### config.mk
export PLATFORM = sky130hd
export DESIGN_NAME = signed_arith_seq
export DESIGN_NICKNAME = d
export VERILOG_FILES = /design/src/rtl/signed_arith_seq.sv
export SDC_FILE = /design/constraint.sdc
export NUM_CORES = 1
export LEC_CHECK = 0
export ABC_AREA = 1
export CAP_MARGIN = 20
export CORE_ASPECT_RATIO = 0.9
export CORE_MARGIN = 2
export CORE_UTILIZATION = 30
export CTS_CLUSTER_DIAMETER = 200
export DETAILED_ROUTE_END_ITERATION = 7
export GPL_TIMING_DRIVEN = 0
export PLACE_DENSITY = 0.46
export SYNTH_ARGS = -nofsm -noshare
export SYNTH_HDL_FRONTEND = slang
export SYNTH_SLANG_ARGS = --single-unit
### constraint.sdc
create_clock -name clk -period 4.5 [get_ports clk]
set_input_delay 0.675 -clock clk [delete_from_list [all_inputs] [get_ports clk]]
set_output_delay 0.675 -clock clk [all_outputs]
set_load 0.05 [all_outputs]
### src/rtl/signed_arith_seq.sv
// ----------------------------------------------------------------------------
// signed_arith_seq
//
// Sequential signed arithmetic core: add, subtract, multiply and
// multiply-accumulate on two's-complement operands. Add and subtract finish
// one cycle after the start edge. Multiply and multiply-accumulate use a
// sign-magnitude radix-2 shift-add multiplier, so they finish WIDTH cycles
// after the start edge. All internal arithmetic is exact. The exact value is
// then fitted into OUT_W bits. When it does not fit, ovf is raised and the
// value is either clamped (SATURATE=1) or wrapped (SATURATE=0).
//
// Ports:
//   clk      rising-edge clock
//   rst_n    asynchronous active-low reset
//   start    operation request, sampled only while idle
//   op       00 add, 01 sub (a-b), 10 mul, 11 mac (acc + a*b)
//   a, b     signed WIDTH-bit operands, latched on the start edge
//   clr_acc  synchronous accumulator clear, honoured only while idle
//   busy     high while an operation is in progress
//   done     one-cycle pulse when result/ovf are updated
//   result   signed OUT_W-bit result, held until the next done
//   ovf      exact result was not representable in OUT_W bits
// ----------------------------------------------------------------------------
module signed_arith_seq #(
  parameter int WIDTH    = 6,
  parameter int OUT_W    = 10,
  parameter bit SATURATE = 1'b1
) (
  input  logic                    clk,
  input  logic                    rst_n,
  input  logic                    start,
  input  logic [1:0]              op,
  input  logic signed [WIDTH-1:0] a,
  input  logic signed [WIDTH-1:0] b,
  input  logic                    clr_acc,
  output logic                    busy,
  output logic                    done,
  output logic signed [OUT_W-1:0] result,
  output logic                    ovf
);

  // Full product width and the exact working width. The working width is
  // large enough for acc + product without loss, and therefore also for
  // a +/- b and for the bare product.
  localparam int PROD_W = 2 * WIDTH;
  localparam int EXT_W  = ((PROD_W > OUT_W) ? PROD_W : OUT_W) + 1;
  localparam int CNT_W  = $clog2(WIDTH);

  localparam logic [1:0] OP_ADD = 2'b00;
  localparam logic [1:0] OP_SUB = 2'b01;
  localparam logic [1:0] OP_MUL = 2'b10;
  localparam logic [1:0] OP_MAC = 2'b11;

  // Representable output limits, sign-extended to the working width.
  localparam logic [OUT_W-1:0] RES_MAX = {1'b0, {(OUT_W-1){1'b1}}};
  localparam logic [OUT_W-1:0] RES_MIN = {1'b1, {(OUT_W-1){1'b0}}};
  localparam logic signed [EXT_W-1:0] MAX_V = {{(EXT_W-OUT_W){1'b0}}, RES_MAX};
  localparam logic signed [EXT_W-1:0] MIN_V = {{(EXT_W-OUT_W){1'b1}}, RES_MIN};

  typedef enum logic {
    IDLE = 1'b0,
    CALC = 1'b1
  } state_t;

  state_t state_q;
  state_t state_d;

  logic [1:0]              op_q;
  logic signed [WIDTH-1:0] a_q;
  logic signed [WIDTH-1:0] b_q;
  logic [PROD_W-1:0]       mcand_q;
  logic [WIDTH-1:0]        mplier_q;
  logic                    neg_q;
  logic [PROD_W-1:0]       prod_q;
  logic [CNT_W-1:0]        cnt_q;
  logic signed [OUT_W-1:0] acc_q;

  logic                    last;
  logic [PROD_W-1:0]       prod_step;
  logic signed [EXT_W-1:0] a_ext;
  logic signed [EXT_W-1:0] b_ext;
  logic signed [EXT_W-1:0] acc_ext;
  logic signed [EXT_W-1:0] prod_ext;
  logic signed [EXT_W-1:0] exact_v;
  logic signed [OUT_W-1:0] fit_res;
  logic                    fit_ovf;

  // Magnitude of a WIDTH-bit signed value as a WIDTH-bit unsigned value.
  // The most negative operand maps to 2^(WIDTH-1), which still fits.
  function automatic logic [WIDTH-1:0] magnitude(input logic [WIDTH-1:0] x);
    logic [WIDTH-1:0] mag;
    mag = x;
    if (x[WIDTH-1]) begin
      mag = ~x + 1'b1;
    end
    return mag;
  endfunction

  // State register. An asynchronous reset drops any operation in flight
  // straight back to IDLE.
  always_ff @(posedge clk or negedge rst_n) begin
    if (!rst_n) begin
      state_q <= IDLE;
    end else begin
      state_q <= state_d;
    end
  end

  // Next-state logic. A start is only considered while idle, so a start
  // during CALC is simply dropped rather than queued. busy mirrors the
  // CALC state, so it rises on the start edge and falls on the completion edge.
  always_comb begin
    state_d = state_q;
    busy    = 1'b0;
    case (state_q)
      IDLE: begin
        if (start) begin
          state_d = CALC;
        end
      end
      CALC: begin
        busy = 1'b1;
        if (last) begin
          state_d = IDLE;
        end
      end
      default: begin
        state_d = IDLE;
      end
    endcase
  end

  // The counter holds the number of multiplier steps still to go after the
  // current one. Add/sub load it with zero, so their single CALC cycle is
  // also the last one.
  assign last = (cnt_q == '0);

  // One partial-product bit per cycle. On the final cycle the last bit is
  // folded in combinationally, so the registered product is never read
  // incomplete.
  assign prod_step = prod_q + (mplier_q[0] ? mcand_q : '0);

  assign a_ext   = {{(EXT_W-WIDTH){a_q[WIDTH-1]}}, a_q};
  assign b_ext   = {{(EXT_W-WIDTH){b_q[WIDTH-1]}}, b_q};
  assign acc_ext = {{(EXT_W-OUT_W){acc_q[OUT_W-1]}}, acc_q};

  // Exact value of the latched operation in the working width. The unsigned
  // magnitude product is negated here when the operand signs differed.
  always_comb begin
    prod_ext = {{(EXT_W-PROD_W){1'b0}}, prod_step};
    if (neg_q) begin
      prod_ext = -prod_ext;
    end
    case (op_q)
      OP_ADD:  exact_v = a_ext + b_ext;
      OP_SUB:  exact_v = a_ext - b_ext;
      OP_MUL:  exact_v = prod_ext;
      OP_MAC:  exact_v = acc_ext + prod_ext;
      default: exact_v = '0;
    endcase
  end

  // Fit the exact value into OUT_W bits. The low bits are the wrapped value.
  // That value is also the result when the exact value fits, so saturation
  // only needs to override it on overflow.
  always_comb begin
    fit_ovf = 1'b0;
    fit_res = exact_v[OUT_W-1:0];
    if (exact_v > MAX_V) begin
      fit_ovf = 1'b1;
      if (SATURATE) begin
        fit_res = RES_MAX;
      end
    end else if (exact_v < MIN_V) begin
      fit_ovf = 1'b1;
      if (SATURATE) begin
        fit_res = RES_MIN;
      end
    end
  end

  // Datapath. While idle, operands are captured on a start, and the
  // accumulator may be cleared. The clear takes effect on the same edge as
  // a start, and the accumulator is only read at completion, so a
  // simultaneous clear + mac sees acc = 0. While calculating, the multiplier
  // steps until the last cycle, and then the fitted result is published
  // with a one-cycle done.
  always_ff @(posedge clk or negedge rst_n) begin
    if (!rst_n) begin
      op_q     <= OP_ADD;
      a_q      <= '0;
      b_q      <= '0;
      mcand_q  <= '0;
      mplier_q <= '0;
      neg_q    <= 1'b0;
      prod_q   <= '0;
      cnt_q    <= '0;
      acc_q    <= '0;
      result   <= '0;
      ovf      <= 1'b0;
      done     <= 1'b0;
    end else begin
      done <= 1'b0;
      if (state_q == IDLE) begin
        if (clr_acc) begin
          acc_q <= '0;
        end
        if (start) begin
          op_q     <= op;
          a_q      <= a;
          b_q      <= b;
          mcand_q  <= {{WIDTH{1'b0}}, magnitude(a)};
          mplier_q <= magnitude(b);
          neg_q    <= a[WIDTH-1] ^ b[WIDTH-1];
          prod_q   <= '0;
          cnt_q    <= op[1] ? CNT_W'(WIDTH - 1) : '0;
        end
      end else begin
        if (!last) begin
          prod_q   <= prod_step;
          mcand_q  <= mcand_q << 1;
          mplier_q <= mplier_q >> 1;
          cnt_q    <= cnt_q - 1'b1;
        end else begin
          result <= fit_res;
          ovf    <= fit_ovf;
          done   <= 1'b1;
          if (op_q == OP_MAC) begin
            acc_q <= fit_res;
          end
        end
      end
    end
  end

endmodule

# [Word-level counts from Yosys, hierarchy flattened]
# Index checks and enable logic that the tools add are counted.
# Widths: inputs -> output; s select.
[word_totals] reg_bits=71 out_inout_bits=13 word_cells=73
[classes] n_addsub=8 n_lt_le_gt_ge=2 eq_ne=6 muxes=32 bitwise=4 reduce_logical=8
[ops] cell="$mux 12" n=7
[ops] cell="$mux 10" n=6
[ops] cell="$pmux 13 s4" n=1
[ops] cell="$mux 6" n=5
[ops] cell="$add 10x13->13" n=1
[ops] cell="$gt 13x10->1 const B" n=1
[ops] cell="$lt 13x10->1 const B" n=1
[ops] cell="$mux 13" n=1
[ops] cell="$neg 12->13" n=1
[ops] cell="$add 12x12->12" n=1
[ops] cell="$add 6x1->6 const B" n=2
[ops] cell="$mux 3" n=4
[ops] cell="$not 6->6" n=2
[ops] cell="$add 6x6->7" n=1
[ops] cell="$mux 1" n=7
[ops] cell="$sub 6x6->7" n=1
[ops] cell="$reduce_and 2->1" n=3
[ops] cell="$eq 2x2->1 const B" n=2
[ops] cell="$ne 2x1->1 const B" n=2
[ops] cell="$reduce_bool 2->1" n=2
[ops] cell="$logic_not 3->1" n=1
[ops] cell="$reduce_and 3->1" n=1
[ops] cell="$sub 3x1->3 const B" n=1
[ops] cell="$eq 2x1->1 const B" n=1
[ops] cell="5 further kinds" n=5

# [Depth between registers and ports, before layout]
[logic_depth] depth_word=12 depth_mapped=35 mapped_depth_nobuf=33

# [Worst setup path after synthesis]
# OpenSTA, ideal clock, no wires.
[synth_path] path_kind="flip-flop to flip-flop" from="register mplier_q[0]" to="register result[1]" setup_ns=0.118 arrival_ns=3.785 required_ns=4.382 setup_slack_ns=0.597 stages_incl_launch_ff=29 synth_period_minus_slack_ns=3.903 path_cell_list="dfrtp_1 clkbuf_1 nand2_1 inv_1 fa_1 inv_1 ha_1 inv_1 nor2_1 nand3_1 nor2_2 nand2_2 nand2_4 xor2_1 inv_1 ha_1 a21o_1 a221oi_1 o21ai_0 nor2_1 nor2_1 nand2_1 nand3_2 nand3_4 nand3_4 nand2_2 nand2_1 nand2_1 nand2_1"
[synth_between] elab_chain_len=9
[synth_rtl] item="start, declared" line_no="72" rtl="logic [WIDTH-1:0] mplier_q;"
[synth_rtl] item="start signal, assigned" line_no="213" rtl="mplier_q <= magnitude(b);"
[synth_rtl] item="start signal, assigned" line_no="222" rtl="mplier_q <= mplier_q >> 1;"
[synth_rtl] item="$mux 12 *" line_no="141" rtl="assign prod_step = prod_q + (mplier_q[0] ? mcand_q : '0);"
[synth_rtl] item="$add 12x12->12 *" line_no="141"
[synth_rtl] item="$neg 12->13" line_no="152" rtl="prod_ext = -prod_ext;"
[synth_rtl] item="$mux 13 *" line_no="151" rtl="if (neg_q) begin"
[synth_rtl] item="$add 10x13->13" line_no="158" rtl="OP_MAC: exact_v = acc_ext + prod_ext;"
[synth_rtl] item="$pmux 13 s4 *" line_no="154" rtl="case (op_q)"
[synth_rtl] item="$lt 13x10->1" line_no="174" rtl="end else if (exact_v < MIN_V) begin"
[synth_rtl] item="$mux 10" line_no="174"
[synth_rtl] item="$mux 10 *" line_no="169" rtl="if (exact_v > MAX_V) begin"
[synth_rtl] item="end signal, assigned" line_no="225" rtl="result <= fit_res;"
[synth_rtl] item="end, declared" line_no="38" rtl="output logic signed [OUT_W-1:0] result,"
# Every way passes the cells marked *; elsewhere a longest branch is shown, timed or not.
# A chain may end at the register's enable or synchronous reset.

# [Worst setup path after layout]
# Ends and elaborated chain as after synthesis.

==> run_results.csv <==
group,metric,value,unit
logic_synthesis,synth_xor_area_frac,0.0173,
detailed_routing,vias,5222,
clock_network,cts_tree,"built",
sta,worstMarginPinSlew,647,ps
placed_design,hpwl,12400,um
detailed_routing,drt-pass1-iter-count,4,
grt,grt_remaining_overflow,0,
critical_path,crit_path_end_kind,"flop",
placed_design,place.port_buffers,29,
critical_path,start_kind,"flop",
critical_path,path_class,"flop to flop",
detailed_routing,drc,0,
clock_network,clock-root-buffer,"clkbuf_16",
logic_synthesis,avgSynthCellArea,6.77,um^2
logic_synthesis,synth_top_cell_by_area,"dfrtp_1",
die,die-area,19700,um^2
logic_synthesis,synth_compound_area_frac,0.136,
clock_network,cts.sinks,71,
finish,fill_cells,1986,
clock_network,h-tree-depth,3,
sta,max-slew-margin-rel,0.569,
placed_design,dp_worst_setup_slack,-242,ps
status,outcome,"complete, no violations",
clock_network,clk_pin_slew,60,ps
sta,maxSlewViolCount,0,
finish,layout_commonest_cell,"nand2_1",
detailed_routing,ant_nets,0,
logic_synthesis,synth_top_area_frac,0.319,
clock_network,cts_made_buffers,9,
finish,final_core_util,0.366,
finish,final_cell_mix,"nand2_1, inv_1, dfrtp_1, o21ai_0, nand3_1",
sta,setup_ws,254,ps
die,fp.coreArea,18300,um^2
grt,globalRouteTotalUtil,0.172,
logic_synthesis,synth_fa_ha_area_frac,0.106,
detailed_routing,viasPerCell,4.65,
die,std_cell_rows,47,
logic_synthesis,synth_ff_type,"dfrtp_1",
logic_synthesis,yosysSeqAreaShare,0.319,
sta,period_share,0.944,
logic_synthesis,synth.distinct_cells,38,
logic_synthesis,yosys.area_share.simple,0.323,
grt,grt_pass1_vias,5050,
logic_synthesis,synth-seq-cells,71,
placed_design,place_area,6200,um^2
finish,stdcell_count,1122,
logic_synthesis,synth.area.top_cells,"dfrtp_1, nand2_1, ha_1, inv_1, o21ai_0",
placed_design,placedCellCount,1099,
grt,grt_max_degree,64,
sta,period_minus_slack,4250,ps
flow_run,maxCapViolations,0,
worst_hold_path,hp-class,"primary input to async pin",
die,die_w,148,um
finish,antenna_cells,0,
die,die_h,133,um
critical_path,regToRegSetupSlack,250,ps
die,io_pins,31,
placed_design,gp_congestion,0.835,
finish,nets,935,
sta,setup_viol_count_final,0,
logic_synthesis,synth_top_family_by_area,"simple AND/OR/NAND/NOR gates",
sta,fmaxAchievable,0.236,GHz
detailed_routing,wl_per_cell,14.3,um
grt,grt_pass1_wl,26500,um
clock_network,clockBufferDepth,2,
logic_synthesis,synth_area,5580,um^2
logic_synthesis,syn_nets,887,
logic_synthesis,synth_warnings,0,
critical_path,cp.required,4730,ps
clock_network,cts_hold_buffers,0,
finish,design_area,6700,um^2
detailed_routing,wl,16100,um
finish,drive_above_1_share,0.106,
logic_synthesis,synth_cells,824,
logic_synthesis,synth-edff-count,0,
logic_synthesis,async_reset_ff_frac,1.00,
finish,area_delta_synth_final,20.1,%
critical_path,crit_arrival,4480,ps
die,initial_core_util,0.305,
clock_network,clk_latency,340,ps
sta,hold_violations,0,
detailed_routing,drt_iter0_drc,327,
sta,fin_worst_skew,4.17,ps
critical_path,cp_max_fo,5,
logic_synthesis,muxShareOfSynthArea,0,
grt,antenna_found_initial,0,
## sequential cells by signal, indices dropped and copies added (netlist names), 2 cells and up
register	count
a_q	6
result	10
prod_q	12
op_q	2
mplier_q	6
acc_q	10
cnt_q	3
b_q	6
mcand_q	12
## final cells by class
class,instances,area (um^2),area share
tap,245,307,0.0458
clock buffer,12,256,0.0383
inverter,124,465,0.0695
timing repair buffer,35,353,0.0527
multi-input combinational,611,3390,0.507
clock inverter,4,53.8,0.00804
sequential,71,1780,0.265
buffer,20,91.3,0.0136
## through the flow
stage | hold WS [ps] | setup TNS (ps)
6_report | 170 | 0
5_1_grt | 166 | -484
4_1_cts | 164 | 0
3_5_place_dp | 469 | -3440
3_3_place_gp | 468 | -7800
2_1_floorplan | 379 | 0
## Yosys cell counts, drive strengths merged, types with 4 or more instances
cell,instances
nor3,5
ha,41
a21oi,37
dfrtp,71
o22ai,10
o21bai,4
fa,4
clkbuf,16
nand3,53
a31oi,6
inv,123
nor2,47
nand2,303
buf,4
nand4,5
xor2,10
o21ai,66
## final timing paths
check	startpoint	endpoint	depth (start not counted)
max	mplier_q[0]	result[1]	27
min	rst_n	result[8]	1
max reg2reg	mplier_q[0]	result[1]	27
min reg2reg	result[4]	result[4]	2
max in group asynchronous	rst_n	mplier_q[3]	2
min in group clk	result[4]	result[4]	2
## layer usage
layer  routed length (um)  vias up  track usage
li1                     -     2734            -
met1                 8440     2398        0.250
met2                 6850       74        0.260
met3                  511       16       0.0318
met4                  296        0       0.0470
met5                    0        -            0
## worst max-delay path, cell delays in order, from the launching register on
cell,delay [ps]
dfrtp_1,430
nand2_1,110
inv_1,70
ha_4,180
fa_2,530
inv_2,50
ha_1,190
inv_1,80
nor2_2,50
nand3_1,90
nor2_2,60
nor2_1,110
xor2_1,150
inv_1,100
ha_4,300
nand2_1,70
o21ai_1,170
a21oi_2,80
o21bai_1,240
a21oi_1,120
o21ai_1,130
nand4_2,180
nand3_4,160
nand3_4,150
nand2_2,90
nand2_1,80
nand2_1,90
nand2_1,60
## cells by family (layout without fill, tap and decap cells)
logic type,after synthesis,in the layout
XOR/XNOR,11,11
AO/OA/AOI/OAI,137,137
AND/OR/NAND/NOR,416,418
adder cells (fa/ha/maj),45,45
buffers and inverters,144,195
flip-flops,71,71
## what timing repair did
| item | in CTS | in global routing |
|---|---|---|
| setup buffers | 0 | 5 |
| endpoints found under the hold margin | 0 | 0 |
| pin swaps | 0 | 8 |
| gates resized for setup | 5 | 30 |
| gates cloned | 0 | 2 |
| setup endpoints to repair | 19 | 21 |
Power is not shown: default switching activity piles up to over one toggle a cycle in this logic, so the estimate is an artifact.
